<file path="src/rtl/rom_port_arbiter.sv">
// Shares one instruction-ROM read port between fetch (IF) and load (LS) requesters.
// One word access per cycle; responses return one cycle after the grant.
module rom_port_arbiter #(
  parameter int unsigned ROM_BYTES  = 4096,
  parameter int unsigned STARVE_MAX = 4
) (
  input  logic        clk_i,
  input  logic        rst_i,
  input  logic        if_req_i,
  input  logic [31:0] if_addr_i,
  input  logic        if_flush_i,
  output logic        if_gnt_o,
  output logic        if_rvalid_o,
  output logic [31:0] if_rdata_o,
  output logic        if_err_o,
  input  logic        ls_req_i,
  input  logic [31:0] ls_addr_i,
  output logic        ls_gnt_o,
  output logic        ls_rvalid_o,
  output logic [31:0] ls_rdata_o,
  output logic        ls_err_o,
  output logic        rom_en_o,
  output logic [31:0] rom_addr_o,
  input  logic [31:0] rom_data_i
);

  localparam int unsigned SW        = $clog2(STARVE_MAX + 1);
  localparam logic [31:0] LAST_ADDR = 32'(ROM_BYTES - 4);

  logic [SW-1:0] starve_q, starve_d;
  logic          starve_at_max;
  logic          if_ok, if_win, ls_win, fault;
  logic [31:0]   gnt_addr, load_word;

  // IF response is held in a pending slot so a flush arriving in the response
  // cycle can still suppress it without disturbing the last delivered word.
  logic          if_pend_q, if_pend_err_q;
  logic [31:0]   if_pend_data_q;
  logic [31:0]   if_rdata_q;
  logic          if_err_q;
  logic          if_deliver;

  logic          ls_rvalid_q, ls_err_q;
  logic [31:0]   ls_rdata_q;

  assign starve_at_max = (starve_q == SW'(STARVE_MAX));

  always_comb begin
    if_ok     = if_req_i & ~if_flush_i & ~rst_i;
    ls_win    = ls_req_i & ~rst_i & ~(if_ok & starve_at_max);
    if_win    = if_ok & ~ls_win;
    gnt_addr  = ls_win ? ls_addr_i : if_addr_i;
    fault     = (gnt_addr[1:0] != 2'b00) | (gnt_addr > LAST_ADDR);
    rom_en_o  = (if_win | ls_win) & ~fault;
    rom_addr_o = rom_en_o ? gnt_addr : 32'd0;
    load_word = fault ? 32'd0 : rom_data_i;
  end

  always_comb begin
    starve_d = starve_q;
    if (!if_req_i || if_win) begin
      starve_d = '0;
    end else if (!starve_at_max) begin
      starve_d = SW'(starve_q + 1'b1);
    end
  end

  assign if_gnt_o = if_win;
  assign ls_gnt_o = ls_win;

  assign if_deliver  = if_pend_q & ~if_flush_i;
  assign if_rvalid_o = if_deliver;
  assign if_rdata_o  = if_deliver ? if_pend_data_q : if_rdata_q;
  assign if_err_o    = if_deliver ? if_pend_err_q : if_err_q;

  assign ls_rvalid_o = ls_rvalid_q;
  assign ls_rdata_o  = ls_rdata_q;
  assign ls_err_o    = ls_err_q;

  always_ff @(posedge clk_i or posedge rst_i) begin
    if (rst_i) begin
      starve_q       <= '0;
      if_pend_q      <= 1'b0;
      if_pend_err_q  <= 1'b0;
      if_pend_data_q <= 32'd0;
      if_rdata_q     <= 32'd0;
      if_err_q       <= 1'b0;
      ls_rvalid_q    <= 1'b0;
      ls_rdata_q     <= 32'd0;
      ls_err_q       <= 1'b0;
    end else begin
      starve_q  <= starve_d;
      if_pend_q <= if_win;
      if (if_win) begin
        if_pend_err_q  <= fault;
        if_pend_data_q <= load_word;
      end
      if (if_deliver) begin
        if_rdata_q <= if_pend_data_q;
        if_err_q   <= if_pend_err_q;
      end
      ls_rvalid_q <= ls_win;
      if (ls_win) begin
        ls_rdata_q <= load_word;
        ls_err_q   <= fault;
      end
    end
  end

endmodule

</file>
<file path="config.mk">
export PLATFORM = sky130hd
export DESIGN_NAME = rom_port_arbiter
export DESIGN_NICKNAME = d
export VERILOG_FILES = /design/src/rtl/rom_port_arbiter.sv
export SDC_FILE = /design/constraint.sdc
export NUM_CORES = 1
export LEC_CHECK = 0
export ABC_CLOCK_PERIOD_IN_PS = 16100
export CORE_UTILIZATION = 46
export CTS_BUF_LIST = sky130_fd_sc_hd__clkbuf_8
export CTS_CLUSTER_SIZE = 8
export DETAILED_ROUTE_END_ITERATION = 6
export HOLD_SLACK_MARGIN = 0.1
export PLACE_DENSITY = 0.88
export SETUP_SLACK_MARGIN = 0.15
export SYNTH_ARGS = -nofsm -noshare
export SYNTH_HDL_FRONTEND = slang
export SYNTH_SLANG_ARGS = --single-unit
</file>
<file path="constraint.sdc">
create_clock -name clk_i -period 16.1 [get_ports clk_i]
set_input_delay 4.025 -clock clk_i [delete_from_list [all_inputs] [get_ports clk_i]]
set_output_delay 4.025 -clock clk_i [all_outputs]
set_load 0.02 [all_outputs]
</file>
Yosys cells after proc, flatten, opt, wreduce, memory -nomap -nowiden
Cells that the tools add are included.

Add/sub/neg operators: 1. $lt $le $gt $ge: 1. Eq/ne operators: 2. Mux-type cells: 7. Bitwise gates (word level): 15. Reductions and logical operators: 3.

Operators by type and width (number): 2-to-1 mux 32 bit (4); greater-than comparator 32 x 12 -> 1 bit, second input constant (1); AND 1 bit (8); 2-to-1 mux 3 bit (2); inverter 1 bit (5); adder 3 x 1 -> 3 bit, second input constant (1); == test 3 bit, second input constant (1); != test 2 x 1 -> 1 bit, second input constant (1); bitwise OR 1 bit (2); nonzero test 2 bit (1); zero test 1 bit (1); logical OR 1 bit (1); 2-to-1 mux 1 bit (1).

Register bits after elaboration: 104. Input bits: 101. Output and inout port bits: 103. Word-level logic and storage cells: 38.

Depth between registers and ports, before layout
Gate-level depths: netlist of run 1.

Depth after elaboration: 12. Mapped depth: 10. Gate-level depth less buffers: 7.

Least setup slack after synthesis of run 1
OpenSTA, ideal clock, no wires.

Path kind: input port to output port. Start point: input port rst_i. End point: output port if_gnt_o. Arrival time: 7422 ps. Data required time: 12075 ps. Path slack: 4653 ps. Stages on the path: 4. Buffers on the path: 1. Path through: inv_1 o211ai_1 clkbuf_1 inv_1.

Word-level cells in the longest chain between the ends: 7. Elaborated cells between the ends (all ways): 8. Those cells by class: 8 x bitwise.

Ends and longest elaborated chain: from (decl) (RTL line 8) `input logic rst_i,`; inverter 1 bit (*) (RTL line 49, 50); AND 1 bit (RTL line 49) `if_ok = if_req_i & ~if_flush_i & ~rst_i;`; AND 1 bit (RTL line 50) `ls_win = ls_req_i & ~rst_i & ~(if_ok & starve_at_max);`; inverter 1 bit (RTL line 50); AND 1 bit (RTL line 50); inverter 1 bit (RTL line 51) `if_win = if_ok & ~ls_win;`; AND 1 bit (*) (RTL line 51); to (decl) (RTL line 12) `output logic if_gnt_o,`.

Mark *: on every way between the ends. The rest lies on a longest branch, timed or not.

Final worst setup path of run 1
Start point: input port if_req_i. End point: output port rom_addr_o[3].

Word-level cells in the longest chain between the ends: 11. Elaborated cells between the ends (all ways): 15. Those cells by class: 1 x order compare; 2 x mux; 11 x bitwise; 1 x reduce/logical.

Ends and longest elaborated chain: from (decl) (RTL line 9) `input logic if_req_i,`; AND 1 bit (*) (2 in a row) (RTL line 49); AND 1 bit (RTL line 50); inverter 1 bit (RTL line 50); AND 1 bit (RTL line 50); 2-to-1 mux 32 bit (RTL line 52) `gnt_addr = ls_win ? ls_addr_i : if_addr_i;`; greater-than comparator 32 x 12 -> 1 bit or nonzero test 2 bit (tied branches) (RTL line 53) `fault = (gnt_addr[1:0] != 2'b00) | (gnt_addr > LAST_ADDR);`; bitwise OR 1 bit (RTL line 53); inverter 1 bit (RTL line 54) `rom_en_o = (if_win | ls_win) & ~fault;`; AND 1 bit (RTL line 54); 2-to-1 mux 32 bit (*) (RTL line 55) `rom_addr_o = rom_en_o ? gnt_addr : 32'd0;`; to (decl) (RTL line 23) `output logic [31:0] rom_addr_o,`.

Marked as above.

==> results of run 1 <==
-- worst reg2reg max path: stages, from the launching register on --
cell	delay [ns]
dfrtp_1	0.40
inv_1	0.09
ha_1	0.16
and2_1	0.25
a21o_1	0.64
buf_4	0.45
inv_2	0.21
nor4_4	0.29
buf_4	0.41
a22o_1	0.21
-- cell usage after synthesis (3+ instances only) --
cell / number / area share [%]
buf_2: 6 / 0.69
mux2_2: 33 / 8.6
a22o_1: 64 / 13
clkbuf_1: 10 / 0.87
buf_1: 3 / 0.26
nand2_1: 26 / 2.2
buf_4: 24 / 4.2
a21oi_1: 3 / 0.35
inv_1: 5 / 0.43
nor2_1: 7 / 0.61
dfrtp_1: 104 / 60
nor4_1: 10 / 1.4
a221oi_2: 9 / 3.1
-- routing by layer --
layer | GRT usage (%) | up-vias
met5 | 0 | -
met4 | 6.674 | 0
met3 | 5.903 | 17
met2 | 41.69 | 150
met1 | 28.48 | 1617
li1 | - | 1506
-- sequential cells by signal, indices dropped and copies added (netlist names) --
signal / count
if_err_q: 1
if_pend_err_q: 1
ls_rdata_o: 32
if_pend_q: 1
ls_rvalid_o: 1
if_pend_data_q: 32
starve_q: 3
if_rdata_q: 32
ls_err_o: 1
-- cells in the final DEF, fill, tap and decap left out, drive strengths merged, types with 3 or more instances in the layout --
| cell type | netlist | layout |
|---|---|---|
| clkdlybuf4s50 | 0 | 181 |
| dfrtp | 104 | 104 |
| a22o | 64 | 64 |
| mux2 | 33 | 33 |
| nand2 | 26 | 26 |
| conb | 1 | 22 |
| nor4 | 11 | 11 |
| a221oi | 10 | 10 |
| clkbuf | 10 | 9 |
| inv | 6 | 9 |
| nor2 | 7 | 7 |
| buf | 35 | 5 |
| a21oi | 3 | 3 |
| clkinv | 0 | 3 |
-- logic make-up (layout without fill, tap and decap cells) --
kind of cell / count (synthesis) / after routing / share of synthesized area [%]
buffers and inverters: 51 / 208 / 7.007
flip-flops: 104 / 104 / 59.98
AND/OR/NAND/NOR: 55 / 55 / 6.546
AO/OA/AOI/OAI: 80 / 80 / 17.04
multiplexers: 33 / 33 / 8.564
XOR/XNOR: 1 / 1 / 0.2019
other: 1 / 22 / 0.08642
adder cells (fa/ha/maj): 2 / 2 / 0.5766
-- worst paths after layout --
check,start,to,depth (start not counted)
worst max-delay path,if_req_i,rom_addr_o[3],8
worst min-delay path,if_rdata_q[19],if_rdata_q[19],1
worst max register to register,starve_q[0],if_pend_data_q[11],9
worst min register to register,if_rdata_q[19],if_rdata_q[19],1
max in group asynchronous,rst_i,starve_q[0],3
min in group asynchronous,rst_i,ls_rvalid_o,2
-- cell type report --
type                    instances  share of cell area [%]
flip-flops and latches        104                   40.98
clock inverters                 7                   1.359
inverters                       6                  0.3940
multi-input cells             193                   24.01
repair buffers                186                   29.12
well taps                     111                   2.187
clock buffers                   9                   1.950
-- stage by stage --
| stage | area (um^2) | instances | util, % | power (mW) |
|---|---|---|---|---|
| global route | 6351 | 616 | 69.06 | 0.5011 |
| detailed placement | 6141 | 600 | 66.78 | 0.3204 |
| global placement | 6141 | 600 | 66.78 | 0.3194 |
| finish | 6351 | 616 | 69.06 | 0.4814 |
| CTS | 6351 | 616 | 69.06 | 0.4862 |
| floorplan | 4418 | 348 | - | 0.2923 |
-- power by group through the flow --
stage                     registers (mW)  logic [mW]  clock network [mW]
final                              0.263      0.0519               0.166
after global routing               0.263      0.0563               0.182
after CTS                          0.263      0.0524               0.171
after detailed placement           0.268      0.0522                   0
after global placement             0.268      0.0513                   0
after floorplan                    0.268      0.0241                   0
==> impl_results.md, run 1 <==
* Root buffer cell: clkbuf_8
* Post-Place Worst Slack at around 4.5 ns
* Core ar. at 9196 um^2
* Gate power share at roughly 11%
* Worst Path Required at ~12 ns
* CP endpoint kind: primary output
* Mean Syn Cell Area at about 13 um^2
* WL final at ~11 mm
* Final min period at ~12 ns
* DIE WIDTH at 99.13 um
* Hold-fix buffers, CTS at 0
* Clk sink count at roughly 100
* Clock share of power at between 30% and 40%
* All-Layer GR Usage at a little under a quarter
* Final #Nets at ~600
* CTS clk-pin slew, worst paths at around 0.10 ns
* Slew at the pin closest to its max-slew limit at just over 1 ns
* Largest stage delay, worst path at ~0.66 ns
* Met2 WL at 5.601 mm
* Layout cells sized above 1 at roughly 14%
* Int Power at approximately 0.36 mW
* Top layer in use: met4
* Post-cts sizing count at 0
* Slowest stage cell, crit path: clkdlybuf4s50_1
* Bufs and invs on worst path at 4
* Die area at slightly below 10000 um^2
* Synth Cell Area at 4339 um^2
* Area growth from synthesis to layout at 46.37%
* Num ports at 204
* Met3 WL post-DR at approximately 830 um
* Post-synthesis sequential area ratio at between 50 and 60%
* I/O Buffers at between 150 and 200
* Row cnt at 35
* Setup TNS at 0 ns
* Synth Warn # at 0
* P_leak at roughly 2.9 nW
* Switch Pwr at about 0.12 mW
* Clock Latency Late Sink at around 0.35 ns
* Fill cells at 646
* Area taken by multi-input logic gates at 1525 um^2
* FF-to-FF setup slack at approximately 13 ns
* Via density at ~5.3
* Layout Skew at around 0.015 ns
* Vias in the first global route at between 3000 and 4000
* Hold Slack at about 0.5 ns
* Count of state elements after synthesis at between 100 and 150
* Power density over the cells at around 76 nW/um^2
* Vias post-DR at about 3300
* Final hold viol count at 0
* Crit path kind: input port to primary output
* Setup Buffers After CTS at 0
* CTS H-Tree Depth at 3
* Final setup fails at 0
* Sequential share of power at a little over half
* Gpl congestion at slightly above 0.8
* Slew Viols, Final at 0
* Register area at 2603 um^2
* Initial core utilization at 47.18%
* Max_slew headroom at a little under a third
* Synth cell types at 31
* First-pass GRT wire length at roughly 18 mm
* Wire length per cell at 18.15 um
* Worst-path maximum fanout at 27
* Num CTS Buffers at 9
* Syn Inst Count at around 330
* Worst vdd ir at approximately 50 uV
* Max frequency at about 0.086 GHz
* HPWL Detailed at between 7 and 8 mm
* Hold Crit Class: flop to flop
* Antenna cells at 0
* Die Ht at between 90 and 100 um
* Post-synth EDFFs at 0
* Critical Path, Cell by Cell: clkdlybuf4s50_1, nor2b_1, a21o_1, buf_4, inv_2, or3_4, a221oi_2, clkdlybuf4s50_1
* Unrepaired setup endpoints after global routing: false
* DRT antenna net count at 0
* Overflow after GRT at 0
* CTS max path bufs at 2
* Max Cap Viol at 0
* CTS tree: built
* DRT iter0 DRCs at 130
* Pin count of the biggest net entering global routing at 69
* CP top delay family: buffers and inverters
* Status: complete, no violations
* Startpoint Class: input port
* Initial antenna violation count at 0
* DRC viols at 0
* Top FF cell, synth: dfrtp_1
* DR pass1 iterations at 4
* Wire length on met1 at 4.601 mm
* Final period utilization at 72.17%
* Cell mode on critical path: clkdlybuf4s50_1
* Final worst slack at 4.480 ns
* Ys async rst share at between 90% and 100%
* Sw Ratio at 24.45%
* WP data arrival at ~7.6 ns
Power figures use the tool's default switching activity.
==> run 2: changes to the inputs <==
Settings changed: ABC_CLOCK_PERIOD_IN_PS 16100 to 11000, CORE_UTILIZATION 46 to 42, PLACE_DENSITY 0.88 to 0.82.
Clock period 16.1 ns to 11 ns, I/O delays scaled along.
==> run 2 against run 1 <==
  * Total power is 49% higher
  * First-iteration DRC count down 11%
  * Count of clock-buffer cells in the layout stayed put
  * Register-to-register slack worse by 5.0 ns
  * Design area rose by 0.55%
  * Worst setup slack worse by 2.6 ns
  * Critical path depth did not move
  * Die area increased by 9.3%
  * Via count rose by 0.73%
  * Highest routed layer unchanged
  * Sequential power is 46% higher
  * Hold slack gained 0.0060 ns
==> impl_results.md, run 2 (same netlist as run 1, synthesis figures left out) <==
* Core ar. at approximately 9900 um^2
* Hold Path Depth at 1
* DRT antenna net count at 0
* Crit path kind: input port to primary output
* Setup TNS at 0 ns
* Vias in the first global route at approximately 3600
* Num ports at between 200 and 250
* Row cnt at 36
* Power density over the cells at ~110 nW/um^2
* Max_slew headroom at about 30%
* Post-Place Cells at approximately 620
* Final #Nets at about 600
* Max frequency at about 0.11 GHz
* Cell mode on critical path: clkdlybuf4s50_1
* DIE WIDTH at around 100 um
* Post-cts sizing count at 0
* Worst Path Required at 8.25 ns
* Hold-fix buffers, CTS at 0
* Die Ht at approximately 100 um
* Hold Slack at slightly above 0.5 ns
* Initial antenna violation count at 0
* Startpoint Class: input port
* WL final at about 12 mm
* Critical Path, Cell by Cell: clkdlybuf4s50_1, nor2b_1, a21o_1, buf_4, inv_2, or3_4, a221oi_1, clkdlybuf4s50_1
* Clock Latency Late Sink at 0.36 ns
* Initial core utilization at 43.79%
* Final min period at between 9 and 10 ns
* Antenna cells at 0
* Clk sink count at 104
* Root buffer cell: clkbuf_8
* Layout Skew at ~0.011 ns
* Core Util, Final at between 60 and 70%
* CTS clk-pin slew, worst paths at 0.09 ns
* Commonest non-fill, non-tap cell in the layout: clkdlybuf4s50_1
* Worst-path maximum fanout at 27
* Vias post-DR at about 3300
* Largest stage delay, worst path at slightly below 0.7 ns
* Final period utilization at between 80% and 90%
* Slowest stage cell, crit path: clkdlybuf4s50_1
* Via density at around 5.2
* First-pass GRT wire length at around 19 mm
* Worst vdd ir at around 90 uV
* Slew at the pin closest to its max-slew limit at 1.049 ns
* All-Layer GR Usage at 22.65%
* CTS tree: built
* Wire length per cell at around 19 um
* Hold Crit Class: flop to flop
* CTS H-Tree Depth at 3
* Most frequent cells in the layout: clkdlybuf4s50_1 (181), dfrtp_1 (104), a22o_1 (64), mux2_2 (33), nand2_1 (26)
* Pin count of the biggest net entering global routing at 58
* P_leak at roughly 2.9 nW
* DR pass1 iterations at 4
* Final setup fails at 0
* Die area at roughly 11000 um^2
* Setup Buffers After CTS at 0
* Gpl congestion at about 0.85
* DRC viols at 0
* Num CTS Buffers at 9
* Post-Place Worst Slack at roughly 2 ns
* CP endpoint kind: primary output
* R2R cell count at 9
* DRT iter0 DRCs at approximately 120
* Final worst slack at a little under 2 ns
* Status: complete, no violations
* Slew Viols, Final at 0
* Max Cap Viol at 0
* CTS max path bufs at 2
* Area growth from synthesis to layout at 47.17%
* Unrepaired setup endpoints after global routing: false
* WP data arrival at about 6.3 ns
* Layout cells sized above 1 at around 14%
* Fin cells at 638
* I/O Buffers at roughly 180
* HPWL Detailed at approximately 8.6 mm
* Final hold viol count at 0
* Overflow after GRT at 0
-- run 2: cell types whose count changed in the layout (fill, tap and decap cells not counted), sizes merged --
| cell | previous run | this run |
|---|---|---|
| clkinv | 3 | 1 |
| clkinvlp | 0 | 1 |
| inv | 9 | 10 |
-- run 2: worst max-delay path, delay by kind of cell --
kind                   cells  cell delay, ns
AOI/OAI and AO/OA          2            0.98
and+or+nand+nor            2            0.78
buffers and inverters      4            1.77
-- run 2: worst paths after layout --
kind,end,slack (ns),startpoint
worst max-delay path,rom_addr_o[2],1.93,if_req_i
worst min-delay path,if_rdata_q[25],0.51,if_rdata_q[25]
worst max register to register,if_pend_data_q[29],7.90,starve_q[0]
worst min register to register,if_rdata_q[25],0.51,if_rdata_q[25]
max in group asynchronous,if_pend_data_q[14],7.05,rst_i
min in group asynchronous,ls_err_o,2.83,rst_i
-- run 2: routing by layer --
metal	vias to the layer above	track usage [%]	part of all wire, %	wire [um]
li1	1501	-	-	-
met1	1629	25.59	38	4580
met2	152	38.49	50	5958
met3	32	6.671	7.1	842
met4	0	12.32	4.5	536
met5	-	0	0	0
-- run 2: layout make-up --
| cell class | count | area (um^2) |
|---|---|---|
| well taps | 133 | 166.4 |
| clock inverters | 7 | 93.84 |
| flip-flops and latches | 104 | 2603 |
| inverters | 6 | 25.02 |
| multi-input cells | 193 | 1525 |
| repair buffers | 186 | 1849 |
| clock buffers | 9 | 123.9 |
| fillers | 765 | 3523 |
-- run 2: power breakdown --
group          switching, mW  internal (mW)  leakage, nW  total (mW)
Sequential          0.000927          0.384         1.43       0.385
Clock                  0.143          0.113        0.107       0.256
Combinational         0.0386         0.0387         1.31      0.0773
Total                  0.183          0.535         2.85       0.718
-- run 2: metrics by stage --
stage | power [mW] | area [um^2]
after floorplan | 0.4278 | 4418
after global placement | 0.4686 | 6168
after detailed placement | 0.4702 | 6168
after CTS | 0.7247 | 6386
after global routing | 0.7455 | 6386
final | 0.7185 | 6386
==> run 3: changes to the inputs <==
Settings changed: ABC_CLOCK_PERIOD_IN_PS 11000 to 8700.
Clock period 11 ns to 8.7 ns, I/O delays scaled along.
==> run 3 against run 2 <==
  * Combinational power increased by 26%
  * Routed wire length grew 0.24%
  * Via count is 1.8% higher
  * Die area stayed put
  * Critical path depth decreased by 1
  * First-iteration DRC count is 16% lower
  * Worst setup slack worse by 0.87 ns
  * Hold slack worse by 0.0028 ns
  * Sequential cell count unchanged
  * Non-clock buffer count unchanged
  * Critical endpoint unchanged
  * Largest power group unchanged
==> impl_results.md, run 3 (same netlist as run 1, synthesis figures left out) <==
* Unrepaired setup endpoints after global routing: false
* Layout cells sized above 1 at a little over an eighth
* Final hold viol count at 0
* Worst vdd ir at just over 90 uV
* Wire length per cell at between 15 and 20 um
* Final period utilization at slightly below 90%
* Via density at roughly 5.3
* CTS tree: built
* Setup TNS at 0 ns
* Gpl congestion at approximately 0.82
* Setup Buffers After CTS at 0
* Hold-fix buffers, CTS at 0
* Num ports at about 200
* Slew Viols, Final at 0
* Final setup fails at 0
* Core ar. at between 9000 and 10000 um^2
* Die Ht at 103.6 um
* Area growth from synthesis to layout at 47.09%
* CP endpoint kind: primary output
* Post-cts sizing count at 0
* Crit path kind: input port to primary output
* Worst-path maximum fanout at 21
* Area after DPL at just over 6000 um^2
* Gate power share at a little over a tenth
* Initial antenna violation count at 0
* WL final at ~12 mm
* P_leak at between 2 and 3 nW
* Num CTS Buffers at 9
* Max frequency at ~0.13 GHz
* Largest stage delay, worst path at 0.69 ns
* Initial core utilization at 43.79%
* Final Cell Area at about 6400 um^2
* Vias post-DR at 3373
* Root buffer cell: clkbuf_8
* Commonest non-fill, non-tap cell in the layout: clkdlybuf4s50_1
* Cell mode on critical path: clkdlybuf4s50_1
* Pin count of the biggest net entering global routing at 58
* Clock Latency Late Sink at around 0.36 ns
* DIE WIDTH at between 100 and 150 um
* Int Power at roughly 0.68 mW
* CTS H-Tree Depth at 3
* Final #Nets at 603
* Sequential share of power at a little over half
* DRC viols at 0
* Total power draw at 0.9001 mW
* HPWL Detailed at around 8.6 mm
* Switch Pwr at between 0.2 and 0.25 mW
* Fill cells at roughly 770
* Bufs and invs on worst path at 3
* Clock share of power at between 30% and 40%
* Worst Path Required at 6.53 ns
* Die area at 10740 um^2
* DR pass1 iterations at 4
* Sw Ratio at between 20 and 25%
* Slew at the pin closest to its max-slew limit at about 1.1 ns
* First-pass GRT wire length at around 19 mm
* Overflow after GRT at 0
* Power density over the cells at about 140 nW/um^2
* WP data arrival at roughly 5.5 ns
* Most frequent cells in the layout: clkdlybuf4s50_1 (181), dfrtp_1 (104), a22o_1 (64), mux2_2 (33), nand2_1 (26)
* Status: complete, no violations
* Critical Path, Cell by Cell: clkdlybuf4s50_1, nor2b_1, a21o_1, inv_2, or3_4, a221oi_1, clkdlybuf4s50_1
* Row cnt at 36
* Startpoint Class: input port
* Max_slew headroom at around 26%
* DRT antenna net count at 0
* I/O Buffers at 181
* Final min period at between 7 and 8 ns
* Vias in the first global route at between 3000 and 4000
* CTS max path bufs at 2
* CTS clk-pin slew, worst paths at 0.11 ns
* All-Layer GR Usage at between 20% and 30%
* Hold Crit Class: flop to flop
* Layout Skew at approximately 0.011 ns
* Clk sink count at 104
* Antenna cells at 0
* DRT iter0 DRCs at 98
* Max Cap Viol at 0
* Slowest stage cell, crit path: a21o_1
* CP top delay family: buffers and inverters
[run 3: path summary, 6_finish.rpt]
check	from	to	cells after the start	slack [ns]
max in group asynchronous	rst_i	if_rdata_q[0]	3	5.29
min reg2reg	if_rdata_q[6]	if_rdata_q[6]	1	0.50
max reg2reg	starve_q[0]	if_pend_data_q[17]	8	5.82
min in group asynchronous	rst_i	ls_rdata_o[29]	2	2.25
max	if_req_i	rom_addr_o[2]	7	1.06
min	if_rdata_q[6]	if_rdata_q[6]	1	0.50
[run 3: routing by layer]
| layer | up-vias | GRT usage [%] | share of wire (%) |
|---|---|---|---|
| met2 | 151 | 40.22 | 51 |
| met3 | 26 | 6.104 | 6.6 |
| li1 | 1500 | - | - |
| met5 | - | 0 | 0 |
| met1 | 1696 | 25.80 | 39 |
| met4 | 0 | 10.25 | 3.7 |
[run 3: power groups by stage]
stage | Sequential (mW) | Clock, mW | Combinational (mW)
2_1_floorplan | 0.496 | 0 | 0.0446
3_3_place_gp | 0.496 | 0 | 0.0961
3_5_place_dp | 0.496 | 0 | 0.0983
4_1_cts | 0.487 | 0.327 | 0.0986
5_1_grt | 0.487 | 0.347 | 0.105
6_report | 0.487 | 0.316 | 0.0977
[run 3: final cells by class]
class                           count  area (um^2)  share of cell area (%)
Inverter                            6        25.02                  0.3921
Sequential cell                   104         2603                   40.78
Clock inverter                      7        90.09                   1.411
Tap cell                          133        166.4                   2.607
Multi-Input combinational cell    193         1525                   23.90
Timing Repair Buffer              186         1849                   28.97
Clock buffer                        9        123.9                   1.941
[run 3: worst reg2reg max path, stage by stage, from the launching register on]
cell,delay (ns)
dfrtp_1,0.40
inv_1,0.09
ha_1,0.17
and2_1,0.24
a21o_1,0.67
inv_2,0.30
nor4_4,0.32
buf_4,0.41
a22o_1,0.22
[run 3: through the flow]
step           setup WS, ns  utilization (%)  hold slack [ns]  cells
6_report              1.055            64.41           0.5048    638
4_1_cts               1.060            64.41           0.5102    638
3_3_place_gp          1.195            62.25           0.4787    622
2_1_floorplan        0.9530                -           0.4673    348
3_5_place_dp          1.061            62.25           0.4834    622
5_1_grt              0.9089            64.41           0.5242    638
